## src/rtl/vpifo_port_arbiter.sv

```systemverilog
// rtl/vpifo_port_arbiter.sv - round-robin sharing of the vPIFO push/pop port with retry and pop-return routing
// Optional statistics counters are built when VPIFO_ARB_STAT_EN is defined.
module vpifo_port_arbiter #(
   parameter int PTW       = 16,
   parameter int MTW       = 0,
   parameter int TREE_NUM  = 4,
   parameter int REQ_NUM   = 4,
   parameter int POP_LAT   = 2,
   parameter int BACKOFF   = 3,
   parameter int RETRY_MAX = 4,
   localparam int DW  = MTW + PTW,
   localparam int TNB = (TREE_NUM > 1) ? $clog2(TREE_NUM) : 1,
   localparam int RNB = (REQ_NUM > 1) ? $clog2(REQ_NUM) : 1
) (
   input  logic                   i_clk,
   input  logic                   i_rst,
   input  logic [REQ_NUM-1:0]     i_req_valid,
   input  logic [REQ_NUM-1:0]     i_req_op,
   input  logic [REQ_NUM*TNB-1:0] i_req_tree_id,
   input  logic [REQ_NUM*DW-1:0]  i_req_data,
   output logic [REQ_NUM-1:0]     o_req_ready,
   output logic [REQ_NUM-1:0]     o_rsp_valid,
   output logic                   o_rsp_fail,
   output logic [DW-1:0]          o_rsp_data,
   output logic [TNB-1:0]         o_tree_id,
   output logic                   o_push,
   output logic [DW-1:0]          o_push_data,
   output logic                   o_pop,
   input  logic                   i_task_fail,
   input  logic [DW-1:0]          i_pop_data
`ifdef VPIFO_ARB_STAT_EN
   ,
   output logic [31:0]            o_stat_push,
   output logic [31:0]            o_stat_pop,
   output logic [31:0]            o_stat_retry,
   output logic [31:0]            o_stat_drop
`endif
);

   localparam int CNB = (RETRY_MAX > 0) ? $clog2(RETRY_MAX + 1) : 1;
   localparam int BKB = $clog2(BACKOFF + 1);
   localparam logic [CNB-1:0] RMAX    = CNB'(RETRY_MAX);
   localparam logic [BKB-1:0] BK_LOAD = BKB'(BACKOFF);

   typedef enum logic [1:0] {
      ST_IDLE,
      ST_ISSUE,
      ST_BACKOFF
   } state_t;

   state_t             state;
   state_t             state_nxt;

   logic               iss_op;
   logic [TNB-1:0]     iss_tree;
   logic [DW-1:0]      iss_data;
   logic [RNB-1:0]     iss_owner;
   logic [RNB-1:0]     rr_ptr;
   logic [CNB-1:0]     retry_cnt;
   logic [BKB-1:0]     bk_timer;

   logic [POP_LAT-1:0] tag_v;
   logic [RNB-1:0]     tag_own [POP_LAT];

   logic               skid_v;
   logic               skid_fail;
   logic [RNB-1:0]     skid_own;

   logic               pick_found;
   logic [RNB-1:0]     pick_idx;
   logic [RNB-1:0]     cand;
   logic               grant_open;
   logic               ok_done;
   logic               drop_done;
   logic               start_bk;
   logic               new_rsp;
   logic               pop_ret;
   logic               hs;

   function automatic logic [RNB-1:0] rr_slot(input logic [RNB-1:0] base, input int k);
      int s;
      s = (int'(base) + k) % REQ_NUM;
      return RNB'(s);
   endfunction

   function automatic logic [REQ_NUM-1:0] onehot(input logic [RNB-1:0] idx);
      logic [REQ_NUM-1:0] v;
      v      = '0;
      v[idx] = 1'b1;
      return v;
   endfunction

   always_comb begin
      pick_found = 1'b0;
      pick_idx   = '0;
      cand       = '0;
      for (int k = 0; k < REQ_NUM; k++) begin
         cand = rr_slot(rr_ptr, k);
         if (!pick_found && i_req_valid[cand]) begin
            pick_found = 1'b1;
            pick_idx   = cand;
         end
      end
   end

   assign pop_ret = tag_v[POP_LAT-1];

   always_comb begin
      state_nxt  = state;
      grant_open = 1'b0;
      ok_done    = 1'b0;
      drop_done  = 1'b0;
      start_bk   = 1'b0;
      new_rsp    = 1'b0;
      hs         = 1'b0;
      case (state)
         ST_IDLE: grant_open = 1'b1;
         ST_ISSUE: begin
            if (!i_task_fail) begin
               ok_done    = 1'b1;
               grant_open = 1'b1;
            end else if (retry_cnt < RMAX) begin
               start_bk  = 1'b1;
               state_nxt = ST_BACKOFF;
            end else begin
               drop_done  = 1'b1;
               grant_open = 1'b1;
            end
         end
         ST_BACKOFF: begin
            if (bk_timer == BKB'(1)) state_nxt = ST_ISSUE;
         end
         default: state_nxt = ST_IDLE;
      endcase
      new_rsp = (ok_done && !iss_op) || drop_done;
      // A colliding completion is about to occupy the skid, so hold grants off from this cycle on.
      hs = grant_open && pick_found && !skid_v && !(pop_ret && new_rsp) && !i_rst;
      if (grant_open) state_nxt = hs ? ST_ISSUE : ST_IDLE;
   end

   assign o_req_ready = hs ? onehot(pick_idx) : '0;
   assign o_push      = (state == ST_ISSUE) && !iss_op;
   assign o_pop       = (state == ST_ISSUE) && iss_op;
   assign o_tree_id   = (state == ST_ISSUE) ? iss_tree : '0;
   assign o_push_data = o_push ? iss_data : '0;

   always_ff @(posedge i_clk) begin
      if (i_rst) begin
         state       <= ST_IDLE;
         iss_op      <= 1'b0;
         iss_tree    <= '0;
         iss_data    <= '0;
         iss_owner   <= '0;
         rr_ptr      <= '0;
         retry_cnt   <= '0;
         bk_timer    <= '0;
         tag_v       <= '0;
         for (int i = 0; i < POP_LAT; i++) tag_own[i] <= '0;
         skid_v      <= 1'b0;
         skid_fail   <= 1'b0;
         skid_own    <= '0;
         o_rsp_valid <= '0;
         o_rsp_fail  <= 1'b0;
         o_rsp_data  <= '0;
      end else begin
         state <= state_nxt;

         if (hs) begin
            iss_op    <= i_req_op[pick_idx];
            iss_tree  <= i_req_tree_id[int'(pick_idx)*TNB +: TNB];
            iss_data  <= i_req_data[int'(pick_idx)*DW +: DW];
            iss_owner <= pick_idx;
            rr_ptr    <= (pick_idx == RNB'(REQ_NUM - 1)) ? '0 : pick_idx + 1'b1;
         end

         if (ok_done || drop_done) retry_cnt <= '0;
         else if (start_bk)        retry_cnt <= retry_cnt + 1'b1;

         if (start_bk)                  bk_timer <= BK_LOAD;
         else if (state == ST_BACKOFF)  bk_timer <= bk_timer - 1'b1;

         // The tag pipe tracks which requester owns each pop still in the tree's read latency.
         tag_v[0]   <= ok_done && iss_op;
         tag_own[0] <= iss_owner;
         for (int i = 1; i < POP_LAT; i++) begin
            tag_v[i]   <= tag_v[i-1];
            tag_own[i] <= tag_own[i-1];
         end

         if (pop_ret) begin
            o_rsp_valid <= onehot(tag_own[POP_LAT-1]);
            o_rsp_fail  <= 1'b0;
            o_rsp_data  <= i_pop_data;
         end else if (skid_v) begin
            o_rsp_valid <= onehot(skid_own);
            o_rsp_fail  <= skid_fail;
         end else if (new_rsp) begin
            o_rsp_valid <= onehot(iss_owner);
            o_rsp_fail  <= drop_done;
         end else begin
            o_rsp_valid <= '0;
            o_rsp_fail  <= 1'b0;
         end

         if (pop_ret && new_rsp) begin
            skid_v    <= 1'b1;
            skid_fail <= drop_done;
            skid_own  <= iss_owner;
         end else if (!pop_ret) begin
            skid_v    <= 1'b0;
         end
      end
   end

`ifdef VPIFO_ARB_STAT_EN
   logic [31:0] stat_push;
   logic [31:0] stat_pop;
   logic [31:0] stat_retry;
   logic [31:0] stat_drop;

   function automatic logic [31:0] sat_inc(input logic [31:0] v);
      return (v == '1) ? v : v + 32'd1;
   endfunction

   always_ff @(posedge i_clk) begin
      if (i_rst) begin
         stat_push  <= '0;
         stat_pop   <= '0;
         stat_retry <= '0;
         stat_drop  <= '0;
      end else begin
         if (ok_done && !iss_op) stat_push <= sat_inc(stat_push);
         if (ok_done && iss_op)  stat_pop  <= sat_inc(stat_pop);
         if (state == ST_BACKOFF && state_nxt == ST_ISSUE) stat_retry <= sat_inc(stat_retry);
         if (drop_done)          stat_drop <= sat_inc(stat_drop);
      end
   end

   assign o_stat_push  = stat_push;
   assign o_stat_pop   = stat_pop;
   assign o_stat_retry = stat_retry;
   assign o_stat_drop  = stat_drop;
`endif

endmodule
```

## config.mk

```make
export PLATFORM = sky130hd
export DESIGN_NAME = vpifo_port_arbiter
export DESIGN_NICKNAME = d
export VERILOG_FILES = /design/src/rtl/vpifo_port_arbiter.sv
export SDC_FILE = /design/constraint.sdc
export NUM_CORES = 1
export LEC_CHECK = 0
export ABC_AREA = 1
export CORE_MARGIN = 2
export CORE_UTILIZATION = 48
export DETAILED_ROUTE_END_ITERATION = 8
export MAX_ROUTING_LAYER = met4
export PLACE_DENSITY = 0.87
export SYNTH_ARGS = -nofsm -noshare
export SYNTH_HDL_FRONTEND = slang
export SYNTH_SLANG_ARGS = --single-unit
```

## constraint.sdc

```tcl
create_clock -name i_clk -period 5.74 [get_ports i_clk]
set_clock_uncertainty 0.15 [all_clocks]
set_input_delay 0.861 -clock i_clk [delete_from_list [all_inputs] [get_ports i_clk]]
set_output_delay 0.861 -clock i_clk [all_outputs]
set_load 0.01 [all_outputs]
```

Yosys cells after proc, flatten, opt, wreduce, memory -nomap -nowiden. Memories as Yosys holds them, arrays and structs flattened. Cells that the tools add are included.

Memories: 1. Logic and storage cells: 138. Flip-flop bits (word level): 57. RAM bits: 4.

Memory list: tag_own (depth 2, bits a word 2, rd ports 2, clocked after Yosys merged registers in 0, write ports 2, line 63) `logic [RNB-1:0] tag_own [POP_LAT];`.

$lt $le $gt $ge: 13. Equal/unequal tests: 9. Bitwise gates (word level): 2. Shifts and indexed selects: 2. Reduce and logical (&&, ||, !) cells: 30. Muxes and demuxes: 60. Add/subtract/negate cells: 6.

Operators by type and width (count): $shiftx 64x7->16 (1); $mux 1 (30); $mux 2 (14); $lt 2x3->1 const B (8); $logic_and 1x1->1 (16); $mux 16 (1); $mux 4 (4); $bmux 1 s2 (5); $ne 3x3->1 const B (3); $demux 1 s2 (4); $ge 2x1->1 const B (4); $shiftx 8x4->2 (1); $logic_not 1->1 (7); $pmux 2 s3 (1); $add 2x1->2 const B (2); $add 2x2->2 const B (2); $eq 2x1->1 const B (2); $eq 2x2->1 const B (2); $reduce_and 4->1 (1); $reduce_or 2->1 (2); $add 3x1->3 const B (1); $lt 3x3->1 const B (1); $logic_not 2->1 (1); $logic_or 1x1->1 (2); 6 further kinds (7).

Logic depth before layout (Yosys ltp). Gate-level depths: netlist (run 1).

Word-level depth: 18. Gate-level depth with buffers: 16. Gate-level depth less buffers: 15.

Worst setup path after synthesis (run 1). No wires, ideal clock.

Path type: input to output. From: in i_req_valid[2]. To: out o_req_ready[3]. Data arrival time: 2.097 ns. Path slack: 2.632 ns. Cell stages on the path: 13. Cell sequence: inv_1 > nand2_1 > nand3_2 > nand2_2 > nor2_8 > nand2_1 > nand3_2 > nand2_2 > buf_6 > inv_2 > ha_1 > inv_1 > nor2_1.

Word-level cells in the longest chain between the ends: 17. Elaborated cells on any way between the ends: 32. Classes of those cells: order compare: 2; mux: 19; reduce/logical: 11.

Ends and longest elaborated chain: from (decl) (line 17) `input logic [REQ_NUM-1:0] i_req_valid,`; $bmux 1 s2 (line 99) `if (!pick_found && i_req_valid[cand]) begin`; $mux 1 (implied by the code) (line 99); $mux 1 (line 99); $logic_not 1->1 (line 99); $logic_and 1x1->1 (line 99); $mux 1 (line 99); $logic_not 1->1 (line 99); $logic_and 1x1->1 (line 99); [... 2 more ...]; $logic_and 1x1->1 (line 99); $mux 2 (*) (line 99); named net pick_idx[1] (line 70) `logic [RNB-1:0] pick_idx;`; $lt 2x3->1 (implied by the code) or $ge 2x1->1 (tied branches) (line 89) `v[idx] = 1'b1;`; $logic_and 1x1->1 (implied by the code) (line 89); $mux 1 (implied by the code) (line 89); $demux 1 s2 (*) (line 89); $mux 4 (*) (line 141) `assign o_req_ready = hs ? onehot(pick_idx) : '0;`; to (decl) (line 21) `output logic [REQ_NUM-1:0] o_req_ready,`.

Mark *: on every way through the listed nets, which the timed path passes. The rest lies on a longest branch. The select of a mux whose other input is x is not followed.

Final worst setup path (run 1).
From: in i_req_valid[2]. To: out o_req_ready[2].

Word-level cells in the longest chain between the ends: 17. Elaborated cells on any way between the ends: 32. Classes of those cells: order compare: 2; mux: 19; reduce/logical: 11.

Ends and longest elaborated chain (line): $bmux 1 s2 (99); $mux 1 (implied by the code) (99); $mux 1 (99); $logic_not 1->1 (99); $logic_and 1x1->1 (99); $mux 1 (99); $logic_not 1->1 (99); $logic_and 1x1->1 (99); $mux 1 (99); $logic_not 1->1 (99); $logic_and 1x1->1 (99); $mux 2 or $mux 1 (tied branches) (99); $lt 2x3->1 (implied by the code), or another cell as far along (89); $logic_and 1x1->1 (on tied branches) (89, 137); $mux 1 (implied by the code) or $logic_and 1x1->1 (tied branches) (89, 137); $demux 1 s2 or $logic_and 1x1->1 (tied branches) (89, 137); $mux 4 (*) (141).

Every way passes the cells marked *; elsewhere a longest branch is shown, timed or not. The select of a mux whose other input is x is not followed.

==> impl_metrics.json, run 1 <==
{
  "outcome": "finished clean",
  "global_route.usage.total_pct": 26.6,
  "chipHeight_um": 92.2,
  "hold_path_depth": 2,
  "synth_simple_gate_area_share_pct": 43.0,
  "placed_area_mm2": 0.00512,
  "route.final.wire_length_um": 11000,
  "syn_area_mm2": 0.00373,
  "final_count_of_hold_timing_violations": 0,
  "critPathMaxFanout": 35,
  "cts_hold_buf": 0,
  "number_of_buffers_created_by_cts": 9,
  "layout.cell_area.non_filler_mm2": 0.00533,
  "synth-compound-area-share_pct": 6.68,
  "initial_core_util_pct": 49.0,
  "cts_tree": "built",
  "ios": 144,
  "tritoncts_num_sinks": 61,
  "leakage_nw": 2.55,
  "hpwl_um": 7860,
  "drc": 0,
  "cts_htree_levels": 3,
  "timing_worst_slew_pin_value_ns": 1.27,
  "hold_path_startpoint": "tag_own[0][1]",
  "yosys_warnings": 0,
  "layout_commonest_cell": "sky130_fd_sc_hd__nand2_1",
  "synth-adder-area-share_pct": 2.01,
  "setup-violations-final": 0,
  "cts.repair_timing.setup_buffer_count": 0,
  "synthesis.nets": 692,
  "worst-setup-path-type": "input port to output pin",
  "synth_cells": 587,
  "grt_overflow": 0,
  "clock_path_buffers": 2,
  "crit_arrival_ns": 4.20,
  "drtIter0Drc": 239,
  "worstSetupStartpointType": "input port",
  "setup.reg_to_reg.worst_slack_ns": 2.35,
  "clock-root-buffer": "sky130_fd_sc_hd__clkbuf_8",
  "finish.utilization_pct": 70.1,
  "ys_top_cells_by_area": "sky130_fd_sc_hd__dfxtp_1 33%, sky130_fd_sc_hd__nand2_1 19%, sky130_fd_sc_hd__inv_1 9.5%, sky130_fd_sc_hd__nand3_1 7.2%, sky130_fd_sc_hd__nand4_1 5.9%",
  "powerDensity_mw_per_mm2": 437,
  "die_area_mm2": 0.00849,
  "end_of_the_worst_register_to_register_path": "rr_ptr[1]",
  "max-slew-margin-rel_pct": 14.7,
  "synth_xor_xnor_area_share_pct": 0.235,
  "grt_pass1_vias": 4138,
  "placeableCoreArea_mm2": 0.00761,
  "synth_top_family_by_area": "simple AND/OR/NAND/NOR gates",
  "synth_top_area_share_pct": 32.7,
  "min-delay-path-class": "flop to flop",
  "clock_latency_at_the_later_pin_of_the_worst_skew_pair_ns": 0.34,
  "grt_first_pass_wirelength_um": 18000,
  "insertedDiodeCount": 0,
  "max_cap_violations": 0,
  "post-route-min-period_ns": 5.21,
  "critical_path.endpoint_type": "output pin",
  "timing.final.max_slew_violations": 0,
  "fmax_mhz": 192,
  "fin_nets": 818,
  "layout-drive-gt1-share_pct": 7.24,
  "worstPathRequired_ns": 4.73,
  "gp_routability_congestion": 0.934,
  "mux_contribution_to_synthesized_area_pct": 0,
  "rsz0062_at_grt": "false",
  "hold_end": "tag_own[0][3]",
  "post_synth.cell_area_avg_um2": 6.35,
  "die_w_um": 92.2,
  "r2r-start": "rr_ptr[0]",
  "maximum_number_of_pins_on_one_net_before_global_route_repair": 38,
  "area.growth.synth_to_final_pct": 43.0,
  "place_worst_setup_slack_ns": 0.620,
  "drtAntennaViolNets": 0,
  "synthDominantAreaCellType": "sky130_fd_sc_hd__dfxtp_1",
  "rows": 32,
  "layout_common_cells": "185 x sky130_fd_sc_hd__nand2_1, 143 x sky130_fd_sc_hd__clkdlybuf4s50_1, 94 x sky130_fd_sc_hd__inv_1",
  "peakVddDrop_v": 0.000228,
  "part_of_the_yosys_area_used_for_sequential_elements_pct": 32.7,
  "drt_pass1_iterations": 5,
  "wire_per_inst_um": 13.4,
  "initial_antenna_violation_count": 0,
  "io_buffers": 143,
  "finalWorstSetupSlack_ns": 0.532,
  "route.detailed.vias_per_inst": 5.15,
  "cts_resizes": 0,
  "synth_cell_types": 31,
  "vias": 4225,
  "path_clk_slew_ns": 0.07,
  "setup-tns-final_ns": 0,
  "seq_cells_post_synth": 61,
  "timing.final.crit_share_pct": 90.7,
  "reg2regPathDepth": 12
}
## flip-flops by register name (all words and copies together), names as in the netlist, 2 cells and up
| signal | cells |
|---|---|
| iss_data | 16 |
| skid_own | 2 |
| iss_owner | 2 |
| o_rsp_valid | 4 |
| bk_timer | 2 |
| iss_tree | 2 |
| state | 2 |
| retry_cnt | 3 |
| o_rsp_data | 16 |
| tag_own | 4 |
| rr_ptr | 2 |
| tag_v | 2 |
## stage by stage
stage | hold slack, ns | cells | total power (W)
2_1_floorplan | 0.238 | 587 | 0.00162
5_1_grt | 0.267 | 820 | 0.00251
3_5_place_dp | 0.250 | 804 | 0.00190
6_report | 0.248 | 820 | 0.00233
4_1_cts | 0.253 | 820 | 0.00231
3_3_place_gp | 0.244 | 804 | 0.00184
## kinds of logic (layout without fill, tap and decap cells)
group	count (synthesis)	count (layout)
adder cells (fa/ha/maj)	6	6
flip-flops	61	61
XOR/XNOR	1	1
AO/OA/AOI/OAI	40	40
buffers and inverters	132	263
AND/OR/NAND/NOR	347	347
## cell usage after synthesis (all sizes together)
library cell    n
a211oi          3
a21oi          20
a32o            4
buf            22
clkbuf         10
dfxtp          61
ha              6
inv           100
nand2         199
nand3          61
nand4          35
nor2           48
nor3            2
o21ai           8
o22ai           1
o32ai           4
or2             2
xor2            1
## worst max path at each step
stage	from	to	slack, ns	cells after the start
6_report	i_req_valid[2]	o_req_ready[2]	0.53	13
2_1_floorplan	i_req_valid[2]	o_req_ready[3]	2.63	13
3_5_place_dp	i_req_valid[1]	o_req_ready[0]	0.62	13
3_3_place_gp	i_req_valid[3]	o_req_ready[2]	0.78	14
4_1_cts	i_req_valid[1]	o_req_ready[2]	0.60	13
5_1_grt	i_req_valid[3]	o_req_ready[0]	0.28	14
## where the power goes
group	internal, W	total [W]	switching [W]
clock network	0.000236	0.000399	0.000164
registers	0.000505	0.000557	0.0000523
logic	0.000472	0.00137	0.000903
## area by class of cell
class / instances / area, µm²
clock inverter: 3 / 42.5
multi-input combinational: 394 / 1940
timing repair buffer: 147 / 1460
inverter: 100 / 375
clock buffer: 13 / 169
fill: 611 / 2270
sequential: 61 / 1220
tap: 102 / 128
## critical path, cell delays in order
cell and delay, ns:
sky130_fd_sc_hd__clkdlybuf4s50_1 0.42, sky130_fd_sc_hd__inv_1 0.09, sky130_fd_sc_hd__nand2_1 0.08, sky130_fd_sc_hd__nand3_2 0.09, sky130_fd_sc_hd__nand2_2 0.11, sky130_fd_sc_hd__inv_1 0.10, sky130_fd_sc_hd__nand3_2 0.52, sky130_fd_sc_hd__nand3_2 0.63
sky130_fd_sc_hd__buf_4 0.34, sky130_fd_sc_hd__ha_1 0.21, sky130_fd_sc_hd__inv_1 0.06, sky130_fd_sc_hd__nor2_1 0.10, sky130_fd_sc_hd__clkdlybuf4s50_1 0.57
## metal layers
metal	GRT usage [%]	routed length, µm
met5	-	0
met4	11.3	301
met3	3.86	508
met2	47.0	5760
met1	29.9	4450
No activity file was read; power rests on OpenSTA's default activity.
==> run 2: changes to the inputs <==
--- a/config.mk
+++ b/config.mk
@@ -5,9 +5,8 @@
 export SDC_FILE = /design/constraint.sdc
 export NUM_CORES = 1
 export LEC_CHECK = 0
-export ABC_AREA = 1
 export CORE_MARGIN = 2
-export CORE_UTILIZATION = 48
+export CORE_UTILIZATION = 47
 export DETAILED_ROUTE_END_ITERATION = 8
 export MAX_ROUTING_LAYER = met4
 export PLACE_DENSITY = 0.87
==> run 2 against run 1 <==
Against the previous run: first-iteration DRC count down 45%; flip-flop and latch count unchanged; clock-buffer cell count unchanged; wire length down 14%; sequential power down 17%; synthesized cell count down 29%; critical path depth down 4; combinational power down 79%; core utilization down 0.12 points; fmax up 16%; register-to-register slack better by 0.89 ns.
==> impl_metrics.json, run 2 <==
{
  "ys_top_cells_by_area": "sky130_fd_sc_hd__dfxtp_1 35%, sky130_fd_sc_hd__o211ai_1 8.0%, sky130_fd_sc_hd__and3_1 7.2%, sky130_fd_sc_hd__a21boi_0 6.5%, sky130_fd_sc_hd__mux2i_1 5.5%",
  "p_switching_w": 0.000318,
  "layout_common_cells": "142 x sky130_fd_sc_hd__clkdlybuf4s50_1, 61 x sky130_fd_sc_hd__dfxtp_1, 40 x sky130_fd_sc_hd__and3_1",
  "max_cap_violations": 0,
  "fmax_mhz": 222,
  "area.growth.synth_to_final_pct": 45.4,
  "seq_area_mm2": 0.00122,
  "worstPathRequired_ns": 4.73,
  "final_count_of_hold_timing_violations": 0,
  "worstSetupStartpointType": "input port",
  "max-slew-margin-rel_pct": 29.0,
  "vias": 3489,
  "cts_tree": "built",
  "placed_area_mm2": 0.00485,
  "initial_antenna_violation_count": 0,
  "chipHeight_um": 90.0,
  "clock_power_share_pct": 32.5,
  "drtIter0Drc": 131,
  "drtAntennaViolNets": 0,
  "cell_internal_pwr_w": 0.000796,
  "synthFlopType": "sky130_fd_sc_hd__dfxtp_1",
  "total_area_of_multi_input_combinational_cells_mm2": 0.00201,
  "cts_htree_levels": 3,
  "post-route-min-period_ns": 4.50,
  "rsz0062_at_grt": "false",
  "wire_per_inst_um": 14.8,
  "clock-root-buffer": "sky130_fd_sc_hd__clkbuf_8",
  "post_synth.cell_area_avg_um2": 8.29,
  "clock_path_buffers": 2,
  "yosys.cell_count.top_type": "sky130_fd_sc_hd__dfxtp_1",
  "outcome": "finished clean",
  "fin_hold_ws_ns": 0.290,
  "worst-setup-path-type": "input port to output pin",
  "path_clk_slew_ns": 0.07,
  "layout.filler_cells": 581,
  "leakage_nw": 1.90,
  "synth_cells": 419,
  "seq_power_share_pct": 41.7,
  "grt_pass1_vias": 3353,
  "fin_total_pwr_w": 0.00111,
  "synth_enable_flop_cells": 0,
  "ios": 144,
  "part_of_the_yosys_area_used_for_sequential_elements_pct": 35.2,
  "layout_commonest_cell": "sky130_fd_sc_hd__clkdlybuf4s50_1",
  "layout-drive-gt1-share_pct": 4.96,
  "layout.cells.non_filler": 643,
  "combPwrFrac_pct": 25.8,
  "p_sw_share_pct": 28.5,
  "layout.cell_area.non_filler_mm2": 0.00505,
  "cts_hold_buf": 0,
  "insertedDiodeCount": 0,
  "die_w_um": 90.0,
  "timing.final.max_slew_violations": 0,
  "cts_resizes": 0,
  "drc": 0,
  "route.final.wire_length_um": 9530,
  "tritoncts_num_sinks": 61,
  "grt_overflow": 0,
  "synth_cell_types": 40,
  "timing_worst_slew_pin_value_ns": 1.06,
  "maximum_number_of_pins_on_one_net_before_global_route_repair": 78,
  "cts.repair_timing.setup_buffer_count": 0,
  "critical_path.endpoint_type": "output pin",
  "synthesis.nets": 524,
  "setup-tns-final_ns": 0,
  "hpwl_um": 7040,
  "synth_top_area_share_pct": 35.2,
  "global_route.usage.total_pct": 24.7,
  "min-delay-path-class": "flop to flop",
  "number_of_buffers_created_by_cts": 9,
  "synthDominantAreaCellType": "sky130_fd_sc_hd__dfxtp_1",
  "clock_latency_at_the_later_pin_of_the_worst_skew_pair_ns": 0.32,
  "rows": 31,
  "route.detailed.vias_per_inst": 5.43,
  "initial_core_util_pct": 48.1,
  "placeableCoreArea_mm2": 0.00721,
  "seq_cells_post_synth": 61,
  "numPlacedInstances": 627,
  "io_buffers": 143,
  "crit_arrival_ns": 3.49,
  "top_regs": "iss_data x16, o_rsp_data x16",
  "syn_area_mm2": 0.00347,
  "grt_first_pass_wirelength_um": 16000,
  "peakVddDrop_v": 0.000102,
  "synth_async_sr_flop_share_pct": 0,
  "critPathMaxFanout": 23,
  "drt_pass1_iterations": 4,
  "synth.top_cells.by_count": "61 x sky130_fd_sc_hd__dfxtp_1, 40 x sky130_fd_sc_hd__and3_1, 38 x sky130_fd_sc_hd__nand2_1",
  "fin_nets": 644,
  "yosys_warnings": 0,
  "setup-violations-final": 0,
  "die_area_mm2": 0.00809,
  "timing.final.crit_share_pct": 78.4,
  "powerDensity_mw_per_mm2": 221,
  "gp_routability_congestion": 0.849
}
==> run 2: cell count changes after synthesis, moves of 17 or more <==
cell / previous run / this run
sky130_fd_sc_hd__nand2_1: 185 / 38
sky130_fd_sc_hd__inv_1: 94 / 7
sky130_fd_sc_hd__nand3_1: 54 / 3
sky130_fd_sc_hd__and3_1: 0 / 40
sky130_fd_sc_hd__o211ai_1: 0 / 37
sky130_fd_sc_hd__nand4_1: 35 / 0
sky130_fd_sc_hd__a21boi_0: 0 / 30
sky130_fd_sc_hd__and2_1: 0 / 24
sky130_fd_sc_hd__a31oi_1: 0 / 22
sky130_fd_sc_hd__mux2i_1: 0 / 19
sky130_fd_sc_hd__nor2_1: 44 / 27
==> run 2: path summary, 6_finish.rpt <==
path | startpoint | end | slack [ns] | cells past startpoint
setup reg to reg | tag_v[1] | iss_data[1] | 3.24 | 4
hold reg to reg | tag_v[0] | tag_v[1] | 0.29 | 1
hold / removal | tag_v[0] | tag_v[1] | 0.29 | 1
setup / recovery | i_req_valid[1] | o_req_ready[3] | 1.24 | 9
==> run 2: stage by stage <==
stage	worst slack (ns)	utilization [%]
after floorplan	2.63	-
after global placement	1.31	67.3
after detailed placement	1.23	67.3
after CTS	1.23	70.0
after global routing	1.11	70.0
final	1.24	70.0
==> run 2: layout make-up <==
cell class / count / share of cell area, %
clock buffer: 13 / 3.54
inverter: 8 / 0.595
clock inverter: 3 / 0.347
timing repair buffer: 148 / 29.0
tap: 99 / 2.45
sequential: 61 / 24.2
multi-input combinational: 311 / 39.9
==> run 2: power groups by stage <==
| stage | clock network [W] | logic, W | registers, W |
|---|---|---|---|
| 2_1_floorplan | 0 | 0.000177 | 0.000468 |
| 3_3_place_gp | 0 | 0.000280 | 0.000472 |
| 3_5_place_dp | 0 | 0.000286 | 0.000473 |
| 4_1_cts | 0.000369 | 0.000288 | 0.000464 |
| 5_1_grt | 0.000392 | 0.000317 | 0.000468 |
| 6_report | 0.000362 | 0.000288 | 0.000464 |
==> run 2: logic make-up (layout without fill, tap and decap cells) <==
family,after synthesis,after routing,synth area share [%]
compound gates,124,124,25.4
xor+xnor,1,1,0.252
fa+ha+maj,6,6,2.16
buf+inv,47,172,7.10
flops,61,61,35.2
mux,19,19,5.48
simple gates,161,161,24.4
==> run 2: critical path: stages <==
cell,delay [ns]
sky130_fd_sc_hd__clkdlybuf4s50_1,0.57
sky130_fd_sc_hd__nor2b_1,0.10
sky130_fd_sc_hd__and2b_1,0.16
sky130_fd_sc_hd__or3_1,0.34
sky130_fd_sc_hd__buf_4,0.22
sky130_fd_sc_hd__inv_2,0.33
sky130_fd_sc_hd__ha_1,0.24
sky130_fd_sc_hd__and2_1,0.12
sky130_fd_sc_hd__clkdlybuf4s50_1,0.53
==> run 2: per-layer routing <==
layer | share of wire (%) | wire [µm] | vias to the layer above | track usage, %
met1 | 43 | 4060 | 1582 | 30.1
met2 | 47 | 4520 | 160 | 40.8
li1 | - | - | 1737 | -
met5 | 0 | 0 | - | -
met3 | 8.4 | 804 | 10 | 6.87
met4 | 1.5 | 140 | 0 | 6.41
==> run 3: changes to the inputs <==
--- a/config.mk
+++ b/config.mk
@@ -6,10 +6,10 @@
 export NUM_CORES = 1
 export LEC_CHECK = 0
 export CORE_MARGIN = 2
-export CORE_UTILIZATION = 47
+export CORE_UTILIZATION = 43
 export DETAILED_ROUTE_END_ITERATION = 8
 export MAX_ROUTING_LAYER = met4
-export PLACE_DENSITY = 0.87
+export PLACE_DENSITY = 0.8
 export SYNTH_ARGS = -nofsm -noshare
 export SYNTH_HDL_FRONTEND = slang
 export SYNTH_SLANG_ARGS = --single-unit
==> constraint.sdc (replaced) <==
create_clock -name i_clk -period 4.4 [get_ports i_clk]
set_clock_uncertainty 0.15 [all_clocks]
set_input_delay 0.66 -clock i_clk [delete_from_list [all_inputs] [get_ports i_clk]]
set_output_delay 0.66 -clock i_clk [all_outputs]
set_load 0.01 [all_outputs]
==> run 3 against run 2 <==
Against the previous run: sequential power is 30% higher; highest routed layer unchanged; final area is 0.74% higher; largest cell class unchanged; register-to-register slack worse by 1.1 ns; via count hardly changed; clock power is 49% higher; clock-buffer cell count is 3 lower; critical endpoint unchanged; non-clock buffer count is 2 higher.
==> impl_metrics.json, run 3 (same netlist as run 2, synthesis figures left out) <==
{
  "outcome": "finished clean",
  "route.detailed.vias_per_inst": 5.38,
  "cts_htree_levels": 3,
  "placeableCoreArea_mm2": 0.00777,
  "insertedDiodeCount": 0,
  "critical_path.top_delay_family": "buffers and inverters",
  "initial_core_util_pct": 44.7,
  "grt_overflow": 0,
  "place_worst_setup_slack_ns": 0.614,
  "chipHeight_um": 93.9,
  "worstPathRequired_ns": 3.59,
  "fmax_mhz": 264,
  "max-slew-margin-rel_pct": 36.8,
  "clock_power_share_pct": 35.4,
  "worstSetupStartpointType": "input port",
  "clock_latency_at_the_later_pin_of_the_worst_skew_pair_ns": 0.33,
  "cts.repair_timing.setup_buffer_count": 0,
  "worstPathCellList": "clkdlybuf4s50_1 -> nor2b_1 -> and2b_1 -> or3_1 -> buf_4 -> inv_2 -> ha_1 -> and2_1 -> clkdlybuf4s50_1",
  "grt_first_pass_wirelength_um": 15300,
  "rsz0062_at_grt": "false",
  "layout_common_cells": "142 x sky130_fd_sc_hd__clkdlybuf4s50_1, 61 x sky130_fd_sc_hd__dfxtp_1, 40 x sky130_fd_sc_hd__and3_1",
  "crit_arrival_ns": 2.98,
  "critPathMaxFanout": 22,
  "cts_resizes": 0,
  "cts_hold_buf": 0,
  "setup-violations-final": 0,
  "maximum_number_of_pins_on_one_net_before_global_route_repair": 77,
  "r2r-start": "state[0]",
  "gp_routability_congestion": 0.817,
  "clock-root-buffer": "sky130_fd_sc_hd__clkbuf_8",
  "rows": 32,
  "grt_pass1_vias": 3311,
  "clock_path_buffers": 2,
  "timing.final.max_slew_violations": 0,
  "area.growth.synth_to_final_pct": 46.5,
  "global_route.usage.total_pct": 22.4,
  "highest-signal-layer": "met4",
  "powerDensity_mw_per_mm2": 299,
  "die_w_um": 93.9,
  "ios": 144,
  "initial_antenna_violation_count": 0,
  "min-delay-path-class": "flop to flop",
  "io_buffers": 143,
  "cp_common_cell": "sky130_fd_sc_hd__clkdlybuf4s50_1",
  "tritoncts_num_sinks": 61,
  "combPwrFrac_pct": 24.8,
  "fin_nets": 646,
  "peakVddDrop_v": 0.000142,
  "top_regs": "iss_data x16, o_rsp_data x16",
  "cts_tree": "built",
  "placed_area_mm2": 0.00487,
  "worst_path_largest_cell_delay_ns": 0.58,
  "wire_per_inst_um": 14.6,
  "drc": 0,
  "route.met2.wl_um": 4340,
  "max_cap_violations": 0,
  "timing_worst_slew_pin_value_ns": 0.945,
  "dr_wl_met3_um": 836,
  "p_switching_w": 0.000426,
  "drt_pass1_iterations": 4,
  "route.final.wire_length_um": 9470,
  "drtIter0Drc": 83,
  "path_clk_slew_ns": 0.07,
  "cell_internal_pwr_w": 0.00109,
  "p_sw_share_pct": 28.0,
  "final_count_of_hold_timing_violations": 0,
  "hpwl_um": 6980,
  "vias": 3488,
  "post-route-min-period_ns": 3.79,
  "layout-drive-gt1-share_pct": 5.13,
  "critical_path.endpoint_type": "output pin",
  "number_of_buffers_created_by_cts": 9,
  "timing.final.crit_share_pct": 86.2,
  "layout_commonest_cell": "sky130_fd_sc_hd__clkdlybuf4s50_1",
  "setup-tns-final_ns": 0,
  "met1Wirelength_um": 4110,
  "layout.cell_area.non_filler_mm2": 0.00509,
  "die_area_mm2": 0.00881,
  "crit_path_slowest_cell": "sky130_fd_sc_hd__clkdlybuf4s50_1",
  "worst-setup-path-type": "input port to output pin",
  "cp-startpoint": "i_req_valid[1]",
  "crit_buf_inv": 4,
  "drtAntennaViolNets": 0,
  "hold_path_startpoint": "tag_own[0][0]",
  "finalWorstSetupSlack_ns": 0.606,
  "seq_power_share_pct": 39.8,
  "leakage_nw": 1.91
}
-- run 3: cell count changes in the layout (fill, tap and decap cells not counted), sizes merged --
cell,previous run,this run
clkbuf,13,10
buf,6,8
bufinv,0,2
clkinvlp,1,3
clkinv,2,1
-- run 3: worst paths after layout --
path                          to  slack, ns  depth (start not counted)
setup / recovery  o_req_ready[3]       0.61                          9
hold / removal     tag_own[0][2]       0.29                          1
setup reg to reg     iss_data[2]       2.10                          5
hold reg to reg    tag_own[0][2]       0.29                          1
-- run 3: area by class of cell --
type,instances,area [µm²]
timing repair buffer,150,1480
clock inverter,6,87.6
fill,644,2680
inverter,8,30.0
sequential,61,1220
multi-input combinational,311,2010
clock buffer,10,128
tap,102,128
-- run 3: worst register-to-register path, cell delays in order, from the launching register on --
cell and delay (ns):
sky130_fd_sc_hd__dfxtp_1 0.37, sky130_fd_sc_hd__nor2b_1 0.49, sky130_fd_sc_hd__a41oi_2 0.25, sky130_fd_sc_hd__nand3_1 0.60, sky130_fd_sc_hd__nand2_1 0.14, sky130_fd_sc_hd__a31oi_1 0.21
-- run 3: metal layers --
metal	GRT usage, %	up-vias
met5	-	-
met3	5.54	15
met4	8.57	0
li1	-	1747
met2	36.5	131
met1	26.7	1595
-- run 3: power by group through the flow --
stage / combinational (W) / clock, W / sequential, W
floorplan: 0.000231 / 0 / 0.000611
global placement: 0.000370 / 0 / 0.000615
detailed placement: 0.000377 / 0 / 0.000617
CTS: 0.000378 / 0.000548 / 0.000604
global route: 0.000417 / 0.000573 / 0.000609
finish: 0.000377 / 0.000538 / 0.000604
-- run 3: through the flow --
stage / utilization (%) / hold slack (ns) / total power [W] / instances
6_report: 65.5 / 0.285 / 0.00152 / 648
5_1_grt: 65.5 / 0.307 / 0.00160 / 648
4_1_cts: 65.5 / 0.287 / 0.00153 / 648
3_5_place_dp: 62.7 / 0.279 / 0.000994 / 632
3_3_place_gp: 62.7 / 0.271 / 0.000986 / 632
2_1_floorplan: - / 0.264 / 0.000842 / 419
